===== src/rtl/rr_arb16_pkg.sv =====
// ---------------------------------------------------------------------------
// rr_arb16_pkg
// Shared constants, FSM state type and helpers for the 16-requester
// round-robin arbiter that steers the 16:1 select mux.
//   NREQ  : number of requesters (fixed at 16)
//   SEL_W : select index width (log2 NREQ)
//   CNT_W : grant-hold watchdog counter width
// ---------------------------------------------------------------------------
package rr_arb16_pkg;

    localparam int NREQ  = 16;
    localparam int SEL_W = 4;
    localparam int CNT_W = 16;

    typedef enum logic {
        IDLE  = 1'b0,
        GRANT = 1'b1
    } state_t;

    // One-hot decode of a select index into a grant vector.
    function automatic logic [NREQ-1:0] onehot16(input logic [SEL_W-1:0] idx);
        return {{(NREQ-1){1'b0}}, 1'b1} << idx;
    endfunction

endpackage


===== src/rtl/rr_arb16_pick.sv =====
// ---------------------------------------------------------------------------
// rr_pick16
// Purely combinational round-robin winner search. Finds the first set bit
// of req starting at position ptr and wrapping modulo 16.
//   req [15:0] : request vector
//   ptr [3:0]  : highest-priority position this round
//   any        : at least one request is set
//   idx [3:0]  : winning requester index (meaningful only when any=1)
// ---------------------------------------------------------------------------
module rr_pick16
    import rr_arb16_pkg::*;
(
    input  logic [NREQ-1:0]  req,
    input  logic [SEL_W-1:0] ptr,
    output logic             any,
    output logic [SEL_W-1:0] idx
);

    logic [NREQ-1:0]  rot;
    logic [SEL_W-1:0] off;

    always_comb begin
        // Rotate right by ptr so that position ptr lands on bit 0; a plain
        // lowest-set-bit search then implements the wrapped priority order.
        rot = NREQ'({req, req} >> ptr);
        off = '0;
        // Descending scan: the last hit written is the lowest set bit.
        for (int i = NREQ - 1; i >= 0; i--) begin
            if (rot[i]) begin
                off = SEL_W'(i);
            end
        end
        any = |req;
        // Undo the rotation; the 4-bit add wraps modulo 16 naturally.
        idx = off + ptr;
    end

endmodule


===== src/rtl/rr_arb16_sel.sv =====
// ---------------------------------------------------------------------------
// rr_arb16_sel
// Round-robin arbiter for 16 requesters feeding a 16:1 select mux. A grant
// is locked until the owner pulses done, or until the optional watchdog
// releases it after TIMEOUT cycles. Fairness comes from a priority pointer
// that moves to one past the most recent winner.
//   clk       : rising-edge clock
//   rst       : synchronous active-high reset
//   req[15:0] : request vector, bit i = requester i
//   done      : one-cycle completion pulse from the granted requester
//   sel[3:0]  : registered mux select index (holds after release)
//   gnt[15:0] : registered one-hot grant, 1<<sel while gnt_valid, else 0
//   gnt_valid : a grant is active
//   timeout   : one-cycle pulse, grant released by the watchdog
// Parameters: NREQ (must be 16), SEL_W (must be 4), TIMEOUT (0 = off,
// else 1..65535 cycles of grant hold).
// ---------------------------------------------------------------------------
module rr_arb16_sel #(
    parameter int NREQ    = 16,
    parameter int SEL_W   = 4,
    parameter int TIMEOUT = 0
) (
    input  logic             clk,
    input  logic             rst,
    input  logic [NREQ-1:0]  req,
    input  logic             done,
    output logic [SEL_W-1:0] sel,
    output logic [NREQ-1:0]  gnt,
    output logic             gnt_valid,
    output logic             timeout
);

    import rr_arb16_pkg::*;

    if (NREQ != 16 || SEL_W != 4) begin : g_bad_size
        $error("rr_arb16_sel supports only NREQ=16, SEL_W=4");
    end
    if (TIMEOUT < 0 || TIMEOUT > 65535) begin : g_bad_timeout
        $error("rr_arb16_sel TIMEOUT must be 0..65535");
    end

    // Watchdog fires when the counter holds the last allowed value; the
    // counter starts at 0 on the grant cycle, so the hold lasts TIMEOUT cycles.
    localparam bit               WD_EN   = (TIMEOUT != 0);
    localparam logic [CNT_W-1:0] TO_LAST = WD_EN ? CNT_W'(TIMEOUT - 1) : '0;

    state_t           state, state_nxt;
    logic [SEL_W-1:0] ptr, ptr_nxt;
    logic [CNT_W-1:0] cnt, cnt_nxt;
    logic [SEL_W-1:0] sel_nxt;
    logic [NREQ-1:0]  gnt_nxt;
    logic             valid_nxt;
    logic             timeout_nxt;

    logic             pick_any;
    logic [SEL_W-1:0] pick_idx;
    logic             expire;

    rr_pick16 u_pick (
        .req (req),
        .ptr (ptr),
        .any (pick_any),
        .idx (pick_idx)
    );

    assign expire = WD_EN && (cnt == TO_LAST);

    // NOTE: every output of this block is given a default first, so no path
    // through the case leaves a signal unassigned and no latch is inferred.
    always_comb begin
        state_nxt   = state;
        ptr_nxt     = ptr;
        cnt_nxt     = cnt;
        sel_nxt     = sel;
        gnt_nxt     = gnt;
        valid_nxt   = gnt_valid;
        timeout_nxt = 1'b0;

        unique case (state)
            IDLE: begin
                if (pick_any) begin
                    state_nxt = GRANT;
                    sel_nxt   = pick_idx;
                    gnt_nxt   = onehot16(pick_idx);
                    valid_nxt = 1'b1;
                    ptr_nxt   = pick_idx + SEL_W'(1);
                    cnt_nxt   = '0;
                end
            end
            GRANT: begin
                // req is deliberately ignored here: the grant is locked.
                if (done || expire) begin
                    state_nxt   = IDLE;
                    gnt_nxt     = '0;
                    valid_nxt   = 1'b0;
                    // done wins a tie with the watchdog: normal completion.
                    timeout_nxt = !done;
                end else if (cnt != {CNT_W{1'b1}}) begin
                    cnt_nxt = cnt + CNT_W'(1);
                end
            end
            default: state_nxt = IDLE;
        endcase
    end

    // NOTE: state is updated with non-blocking assignments so every flop
    // samples pre-edge values, independent of statement order.
    always_ff @(posedge clk) begin
        if (rst) begin
            state     <= IDLE;
            ptr       <= '0;
            cnt       <= '0;
            sel       <= '0;
            gnt       <= '0;
            gnt_valid <= 1'b0;
            timeout   <= 1'b0;
        end else begin
            state     <= state_nxt;
            ptr       <= ptr_nxt;
            cnt       <= cnt_nxt;
            sel       <= sel_nxt;
            gnt       <= gnt_nxt;
            gnt_valid <= valid_nxt;
            timeout   <= timeout_nxt;
        end
    end

endmodule


===== config.mk =====
export PLATFORM = sky130hd
export DESIGN_NAME = rr_arb16_sel
export DESIGN_NICKNAME = d
export VERILOG_FILES = /design/src/rtl/rr_arb16_pkg.sv /design/src/rtl/rr_arb16_pick.sv /design/src/rtl/rr_arb16_sel.sv
export SDC_FILE = /design/constraint.sdc
export NUM_CORES = 1
export LEC_CHECK = 0
export CAP_MARGIN = 20
export CORE_ASPECT_RATIO = 0.75
export CORE_MARGIN = 10
export CORE_UTILIZATION = 33
export CTS_CLUSTER_SIZE = 28
export DETAILED_ROUTE_END_ITERATION = 16
export PLACE_DENSITY_LB_ADDON = 0.08
export REMOVE_ABC_BUFFERS = 1
export SYNTH_ARGS = -nofsm -noshare
export SYNTH_HDL_FRONTEND = slang
export SYNTH_SLANG_ARGS = --single-unit

===== constraint.sdc =====
create_clock -name clk -period 6 [get_ports clk]
set_clock_uncertainty 0.15 [all_clocks]
set_input_delay 1.2 -clock clk [delete_from_list [all_inputs] [get_ports clk]]
set_output_delay 1.2 -clock clk [all_outputs]
set_load 0.005 [all_outputs]

Word-level counts from Yosys, hierarchy flattened
Cells that the tools add are included.
{"block": "totals", "out_inout_bits": 22, "inputBits": 19, "regBits": 27}
{"block": "op_classes", "n_addsub": 2, "mux": 25, "reduce_logical": 5, "bitwise_logic": 2, "shifts": 2, "n_eq_ne": 2}
{"op": "$mux W4", "count": 16}
{"op": "$mux W16", "count": 2}
{"op": "$pmux W16 S2", "count": 1}
{"op": "$shr A32 B4 Y16", "count": 1}
{"op": "$reduce_or A16 Y1", "count": 1}
{"op": "$shl A1 B4 Y16 const A", "count": 1}
{"op": "$add A4 B1 Y4 const B", "count": 1}
{"op": "$add A4 B4 Y4", "count": 1}
{"op": "$mux W1", "count": 4}
{"op": "$ne A2 B2 Y1 const B", "count": 2}
{"op": "$pmux W1 S2", "count": 2}
{"op": "$reduce_and A2 Y1", "count": 2}
{"op": "$reduce_or A3 Y1", "count": 1}
{"op": "$not A1 Y1", "count": 2}
{"op": "$logic_not A1 Y1", "count": 1}

Logic depth before layout (Yosys ltp)
Gate-level depths: netlist of the first run.
{"block": "depth", "ltp_word": 21, "ltp_mapped": 18}

Cells and area by module
Synthesis of the first run repeated with hierarchy kept, for this count alone.
{"block": "hier_totals", "hier_cells": 201, "area_unflattened_um2": 2250.9}
{"module": "rr_pick16", "n_inst": 1, "area_each_um2": 1184.9, "cells_per_inst": 99, "seq_area_each_um2": 0.0}
{"module": "rr_arb16_sel", "n_inst": 1, "area_each_um2": 1066.0, "cells_per_inst": 102, "seq_area_each_um2": 540.5}

Worst setup path after synthesis of the first run
No wires, ideal clock.
{"block": "synth_path", "kind": "in2reg", "start": "in req[7]", "end": "reg ptr[3]", "slack_ns": 1.422, "setup_ns": 0.083, "n_path_buf": 0, "t_required_ns": 5.767, "stages": 15, "arrival_ns": 4.346, "path_cell_list": "mux4_1 > mux2_2 > nand2b_1 > a21bo_1 > a2111oi_0 > o311ai_1 > o221ai_1 > ha_1 > inv_1 > fa_1 > inv_1 > nand2_1 > nor4_1 > nand2b_1 > o2111ai_1"}
{"block": "synth_via", "elab_chain_len": 19, "word_cells_on_any_way": 21}
{"item": "start, declared", "line": "rr_arb16_sel.sv:25", "source": "input logic [NREQ-1:0] req,"}
{"item": "$shr A32 B4 Y16 *", "line": "rr_arb16_pick.sv:25", "source": "rot = NREQ'({req, req} >> ptr);"}
{"item": "$mux W4 (15 in a row)", "line": "rr_arb16_pick.sv:29", "source": "if (rot[i]) begin"}
{"item": "$mux W4 *", "line": "rr_arb16_pick.sv:29"}
{"item": "$add A4 B4 Y4 *", "line": "rr_arb16_pick.sv:35", "source": "idx = off + ptr;"}
{"item": "via pick_idx[1]", "line": "rr_arb16_sel.sv:56", "source": "logic [SEL_W-1:0] pick_idx;"}
{"item": "$add A4 B1 Y4 *", "line": "rr_arb16_sel.sv:86", "source": "ptr_nxt = pick_idx + SEL_W'(1);"}
{"item": "end signal, assigned", "line": "rr_arb16_sel.sv:119", "source": "ptr <= ptr_nxt;"}
{"item": "end, declared", "line": "rr_arb16_sel.sv:48", "source": "logic [SEL_W-1:0] ptr, ptr_nxt;"}
Mark *: on every way through the listed nets, which the timed path passes. The rest lies on a longest branch.
A chain may end at the register's enable or synchronous reset.

Worst setup path after layout of the first run
{"block": "layout_path", "start": "in req[8]", "end": "reg gnt[12]"}
{"block": "layout_via", "elab_chain_len": 21, "word_cells_on_any_way": 24}
{"item": "$shr A32 B4 Y16", "line": "rr_arb16_pick.sv:25"}
{"item": "$mux W4 (16 in a row)", "line": "rr_arb16_pick.sv:29"}
{"item": "$add A4 B4 Y4", "line": "rr_arb16_pick.sv:35"}
{"item": "$shl A1 B4 Y16", "line": "rr_arb16_pkg.sv:22", "source": "return {{(NREQ-1){1'b0}}, 1'b1} << idx;"}
{"item": "$mux W16", "line": "rr_arb16_sel.sv:81", "source": "if (pick_any) begin"}
{"item": "$pmux W16 S2", "line": "rr_arb16_sel.sv:79", "source": "unique case (state)"}
{"item": "end signal, assigned", "line": "rr_arb16_sel.sv:122", "source": "gnt <= gnt_nxt;"}
{"item": "end, declared", "line": "rr_arb16_sel.sv:28", "source": "output logic [NREQ-1:0] gnt,"}
Several ways; a longest one is shown, not always the timed one. The select of a mux whose other input is x is not followed.

==> results of run 1 <==
[power breakdown]
part	internal, mW	switching (mW)	leakage, nW
clock	0.0488	0.0608	0.0261
sequential	0.220	0.0549	0.220
combinational	0.443	0.516	0.728
total	0.712	0.632	0.975
[registers in the layout, summed over array words and instances (netlist names)]
| register | count |
|---|---|
| ptr | 4 |
| sel | 4 |
| state | 1 |
| timeout | 1 |
| gnt | 16 |
| gnt_valid | 1 |
[worst max-delay path by stage]
stage	startpoint	endpoint	slack, ns	depth (start not counted)
2_1_floorplan	req[7]	sel[3]$_SDFFE_PP0P_	1.39	12
3_3_place_gp	req[3]	sel[3]$_SDFFE_PP0P_	0.33	14
3_5_place_dp	req[2]	sel[3]$_SDFFE_PP0P_	0.45	14
4_1_cts	req[2]	gnt[12]$_SDFFE_PP0P_	0.72	14
5_1_grt	req[8]	gnt[12]$_SDFFE_PP0P_	0.37	14
6_report	req[8]	gnt[12]$_SDFFE_PP0P_	0.73	14
[final cells by class]
type,instances,area (um2)
inverters,8,30.0
well taps,81,101
repair buffers,47,453
multi-input cells,190,1590
clock buffers,3,41.3
clock inverters,1,8.76
flip-flops and latches,27,541
fillers,658,3680
[kinds of logic (layout without fill, tap and decap cells)]
group                      Yosys count  in the layout  share of synthesized area (%)
adders and majority gates            7              7                           4.24
buffers and inverters               22             59                           4.96
DFF                                 27             27                           24.1
and+or+nand+nor                     86             86                           18.2
xor gates and xnor gates             4              4                           2.56
other                                1              1                          0.167
AOI/OAI and AO/OA                   51             51                           15.9
muxes                               41             41                           29.9
[cells in the final DEF (no fill, tap or decap), drive strengths merged, types with 3 or more instances in the layout]
master          n
buf             7
nor2b           3
nor3            3
nand2          36
a21oi          11
nor4            6
inv             9
clkbuf          3
dfxtp          27
nor2           17
nand2b          4
nand3           8
mux4           16
mux2            8
mux2i          17
clkdlybuf4s50  40
a211oi          3
o21ai          18
ha              6
[metrics by stage]
stage	hold WS (ns)	worst slack, ns	utilization (%)
floorplan	0.292	1.39	-
global placement	0.290	0.326	42.2
detailed placement	0.290	0.455	42.2
CTS	0.303	0.724	43.0
global route	0.325	0.367	43.0
finish	0.296	0.729	43.0
[per-layer routing]
layer  vias up  routed length (um)
met5         -                   0
met4         0                  17
met3         4                 441
met2        65                2330
met1       929                3120
li1        981                   -
[worst max-delay path: cells and delay by family]
family | cells | cell delay (ns)
adders and majority gates | 1 | 0.30
muxes | 2 | 0.92
xor gates and xnor gates | 2 | 0.68
AOI/OAI and AO/OA | 7 | 1.49
buffers and inverters | 2 | 0.68
==> key figures, run 1 <==
Final layout
  – Share of layout cells above drive strength 1: between 10% and 20%
  – P&R area growth vs syn: 23.3%
  – N_diodes: 0
  – Layout Nets: 303
  – Non-Filler Instances: around 360
  – Finished Cell Area: around 0.0028 mm2

Die
  – Initial Util: 34.8%
  – Die Wd: 115 um
  – Die area: between 0.01 and 0.015 mm2
  – Core footprint: 0.00644 mm2
  – Chip Height: ~90 um
  – Num rows: 25
  – Ports: between 40 and 50

Global route
  – Largest net degree at the start of global routing: 20
  – All-layer global routing usage: 11.0%
  – Met3 Use GR: roughly 3.6%
  – Vias in the first global route: between 1,500 and 2,000
  – Total grt overflow: 0
  – Met1 Resource Use GR: 17.3%
  – Grt peak-use layer: met1
  – Met2 usage: between 10% and 20%
  – First-pass GRT wire length: slightly below 10,000 um
  – Initial antenna violation count: 0

Worst setup path
  – Slowest cell delay on critical path: ~0.59 ns
  – CP Cell Sequence: clkdlybuf4s50_1 > mux4_1 > mux2_2 > o31ai_1 > buf_4 > a21boi_1 > o41ai_1 > a311oi_1 > ha_1 > a21o_1 > a21oi_1 > xnor2_2 > xnor2_2 > o21ai_1
  – Reg-to-reg slack, setup: about 1.1 ns
  – Worst-case reg-to-reg path depth: 15
  – FF-to-FF End: gnt[12]$_SDFFE_PP0P_
  – Setup CP Type: input pin to register
  – Most numerous cell on the critical path: xnor2_2
  – Crit path DAT: 5.28 ns
  – Crit-path max FO: 9
  – Crit. End Element: register
  – CP Launch Type: input pin
  – RR Startpoint: ptr[0]$_SDFFE_PP0P_
  – Worst path required time: ~6.0 ns
  – CP max-delay cell: mux4_1

Power
  – Peak VDD IR: 0.000169 V
  – Total leakage power: between 0.9 and 1 nW
  – Total power: 1.34 mW
  – Pwr dens: around 490 mW/mm2

Synth
  – Post-synth EDFFs: 0
  – Sequential fraction of the synthesis area: approximately a quarter
  – Synthesized flop and latch total: 27
  – Most common cell in the netlist: nand2_1
  – Synth cell types: 57
  – Synthesized cell area: about 0.0022 mm2
  – Synth cell count leaders: nand2_1, dfxtp_1, nor2_1, o21ai_1, mux2i_1
  – Avg Inst Size Synth: between 9 and 10 um2
  – Yosys top cell by area: dfxtp_1
  – Top cell type's share of synthesized area: 24.1%
  – Cells after Synth: 239
  – Area contributors post-synth: dfxtp_1, mux4_1, mux4_2
  – Yosys warns: 0
  – Ys async rst share: 0%
  – Prevailing post-synth register cell: dfxtp_1

Clock tree
  – PostCTS Resize Cnt: 0
  – Clock Path Buffers: 2
  – TritonCTS clock tree: done
  – CTS buffer count: 3
  – Hold buffer count at CTS: 0
  – Clock sink count: 27
  – Root buffer cell: clkbuf_8
  – Register clock-pin slew on the reported worst setup and hold paths: about 0.1 ns
  – Clk Latency, worst-skew pair: ~0.28 ns
  – CTS H-tree lvls: 1
  – Post-CTS Setup Bufs: 0

Routing
  – Final wirelength: between 5000 and 6000 um
  – Drt drc: 0
  – Pre-antenna DRT Iters: 4
  – Routed vias: 1,979
  – Vias per cell: ~5.5
  – Routed Antenna Nets: 0
  – DRT iter0 DRCs: 110
  – Routed wire per std cell: 16.5 um

Worst hold path
  – Hold path cells: 2
  – HP Class: register to register
  – Hold EP: gnt[11]$_SDFFE_PP0P_
  – Worst Hold Launch: gnt[11]$_SDFFE_PP0P_

Placed design
  – Placer Congestion: roughly 0.88
  – DP HPWL: around 4700 um
  – Placed inst area: 0.00272 mm2
  – Dpl cells: around 350
  – I/O Buffers: 40

STA
  – Total negative slack: 0 ns
  – RSZ-0062 raised after global routing: no
  – Max frequency: approximately 190 MHz
  – Final Max Slew Viols: 0
  – Worst-Margin Slew: around 1.0 ns
  – Hold Vio Cnt, Final: 0
  – Setup violations, final: 0
  – Final Cycle Share: 87.9%
  – Relative slew slack: roughly 31%
  – Crit path time final: between 5 and 6 ns

Run
  – Max Cap Viol: 0

Outcome
  – Outcome: finished, final reports clean
(Power assumes the default switching activity.)
==> run 2, diff against run 1 <==
--- a/config.mk
+++ b/config.mk
@@ -13,6 +13,7 @@
 export DETAILED_ROUTE_END_ITERATION = 16
 export PLACE_DENSITY_LB_ADDON = 0.08
 export REMOVE_ABC_BUFFERS = 1
+export SETUP_SLACK_MARGIN = 0.15
 export SYNTH_ARGS = -nofsm -noshare
 export SYNTH_HDL_FRONTEND = slang
 export SYNTH_SLANG_ARGS = --single-unit
==> results of run 2 <==
Same layout as run 1: the final DEF is identical, and so are final timing and power.
==> run 3, diff against run 2 <==
--- a/config.mk
+++ b/config.mk
@@ -8,7 +8,7 @@
 export CAP_MARGIN = 20
 export CORE_ASPECT_RATIO = 0.75
 export CORE_MARGIN = 10
-export CORE_UTILIZATION = 33
+export CORE_UTILIZATION = 35
 export CTS_CLUSTER_SIZE = 28
 export DETAILED_ROUTE_END_ITERATION = 16
 export PLACE_DENSITY_LB_ADDON = 0.08
==> key figures, run 3 (synthesis results as in run 1) <==
Routing
  – Routed wire per std cell: 16.1 um
  – Vias per cell: ~5.4
  – Routed Antenna Nets: 0
  – Pre-antenna DRT Iters: 4
  – DRT iter0 DRCs: just over 80
  – Routed vias: between 1,500 and 2,000
  – Drt drc: 0
  – Final wirelength: between 5000 and 6000 um

Worst setup path
  – Reg-to-reg slack, setup: 1.50 ns
  – Cell family with most CP delay: compound AO/OA/AOI/OAI gates
  – Crit-path max FO: 9
  – CP Cell Sequence: clkdlybuf4s50_1 > mux4_1 > mux2_2 > nor3b_1 > a211o_1 > a21boi_1 > o41ai_1 > a311oi_1 > ha_1 > a21o_1 > a21oi_1 > xnor2_2 > xnor2_2 > a211oi_2
  – Slowest cell delay on critical path: between 0.5 and 0.6 ns
  – FF-to-FF End: sel[3]$_SDFFE_PP0P_
  – RR Startpoint: ptr[1]$_SDFFE_PP0P_
  – Crit. End Element: register
  – Most numerous cell on the critical path: xnor2_2
  – Crit path DAT: ~5.3 ns
  – Setup CP Type: input pin to register
  – Worst-case reg-to-reg path depth: 14
  – CP max-delay cell: mux4_1
  – Worst path required time: about 6.0 ns
  – CP Buf/Inv Count: 1
  – Stages on the worst setup path: 14
  – CP Launch Type: input pin

Clock tree
  – Clock sink count: 27
  – Root buffer cell: clkbuf_8
  – Hold buffer count at CTS: 0
  – Clock Path Buffers: 2
  – PostCTS Resize Cnt: 0
  – CTS buffer count: 3
  – Register clock-pin slew on the reported worst setup and hold paths: approximately 0.1 ns
  – Post-CTS Setup Bufs: 0
  – CTS H-tree lvls: 1
  – Clk Latency, worst-skew pair: roughly 0.28 ns
  – TritonCTS clock tree: done

Outcome
  – Outcome: finished, final reports clean

STA
  – Final Cycle Share: about nine tenths
  – Final Max Slew Viols: 0
  – Setup violations, final: 0
  – Crit path time final: 5.35 ns
  – RSZ-0062 raised after global routing: no
  – Total negative slack: 0 ns
  – Max frequency: between 150 and 200 MHz
  – Hold Vio Cnt, Final: 0
  – Worst-Margin Slew: between 0.7 and 0.8 ns
  – Relative slew slack: 50.0%

Die
  – Ports: 41
  – Die area: 0.0100 mm2
  – Core footprint: 0.00626 mm2
  – Initial Util: around 36%
  – Chip Height: approximately 90 um
  – Die Wd: about 110 um
  – Num rows: 25

Worst hold path
  – Hold path cells: 2
  – Worst Hold Launch: gnt[11]$_SDFFE_PP0P_
  – HP Class: register to register
  – Hold EP: gnt[11]$_SDFFE_PP0P_

Final layout
  – Share of layout cells above drive strength 1: 12.7%
  – P&R area growth vs syn: 23.2%
  – Most frequent cells in the layout: clkdlybuf4s50_1, nand2_1, dfxtp_1
  – Layout Nets: just over 300
  – Largest registers: gnt: 16 flops, ptr: 4 flops, sel: 4 flops
  – N_diodes: 0
  – Number of flip-flops in the largest register: 16
  – Most common cell after layout, fill and taps aside: clkdlybuf4s50_1
  – Reg with most FFs: gnt
  – Final Util: 44.2%

Global route
  – Vias in the first global route: ~1,800
  – Total grt overflow: 0
  – Largest net degree at the start of global routing: 21
  – Initial antenna violation count: 0
  – All-layer global routing usage: 11.3%
  – First-pass GRT wire length: a little over 9000 um

Placed design
  – I/O Buffers: 40
  – DP HPWL: roughly 4600 um
  – Placer Congestion: between 0.8 and 0.9

Power
  – Peak VDD IR: around 0.00014 V
  – Total leakage power: around 0.97 nW
  – Pwr dens: around 480 mW/mm2

Run
  – Max Cap Viol: 0
-- run 3: changes by cell type in the layout (fill, tap and decap cells not counted), sizes merged --
| cell | before | now |
|---|---|---|
| clkinvlp | 0 | 1 |
| inv | 9 | 8 |
-- run 3: through the flow --
stage | instance area (um2) | hold slack (ns) | setup slack, ns | cells | power [mW]
floorplan | 2160 | 0.292 | 1.39 | 225 | 0.935
global placement | 2710 | 0.287 | 0.298 | 352 | 1.23
detailed placement | 2710 | 0.292 | 0.455 | 352 | 1.21
CTS | 2760 | 0.306 | 0.709 | 356 | 1.33
global route | 2770 | 0.320 | 0.437 | 357 | 1.46
finish | 2770 | 0.299 | 0.655 | 357 | 1.32
-- run 3: per-layer routing --
| layer | vias to the layer above | track usage (%) | routed length [um] |
|---|---|---|---|
| met2 | 51 | 15.4 | 2310 |
| li1 | 972 | - | - |
| met3 | 2 | 3.55 | 389 |
| met5 | - | 0 | 0 |
| met1 | 900 | 17.0 | 3050 |
| met4 | 0 | 1.03 | 12 |
-- run 3: area by class of cell --
class / count / area, um2
fill: 641 / 3490
multi-input combinational: 190 / 1590
sequential: 27 / 541
timing repair buffer: 47 / 453
tap: 81 / 101
clock buffer: 3 / 41.3
inverter: 8 / 30.0
clock inverter: 1 / 7.51
-- run 3: power by group --
part / leakage, nW / internal [mW] / switching [mW]
clock network: 0.0217 / 0.0472 / 0.0605
logic: 0.729 / 0.442 / 0.508
registers: 0.220 / 0.220 / 0.0459
total: 0.971 / 0.709 / 0.615
-- run 3: worst reg2reg max path, stage by stage (launching register included) --
cell	delay [ns]
dfxtp_1	0.56
buf_4	0.26
mux4_1	0.34
mux2_2	0.34
nor3b_1	0.34
a211o_1	0.15
a21boi_1	0.06
o41ai_1	0.48
a311oi_1	0.18
ha_1	0.30
a21o_1	0.20
a21oi_1	0.23
xnor2_2	0.18
xnor2_2	0.48
a211oi_2	0.13
-- run 3: how the worst max path moves through the flow --
stage	endpoint	start
floorplan	sel[3]$_SDFFE_PP0P_	req[7]
global placement	sel[3]$_SDFFE_PP0P_	req[10]
detailed placement	sel[3]$_SDFFE_PP0P_	req[10]
CTS	sel[3]$_SDFFE_PP0P_	req[10]
global route	gnt[12]$_SDFFE_PP0P_	req[10]
finish	sel[3]$_SDFFE_PP0P_	req[10]
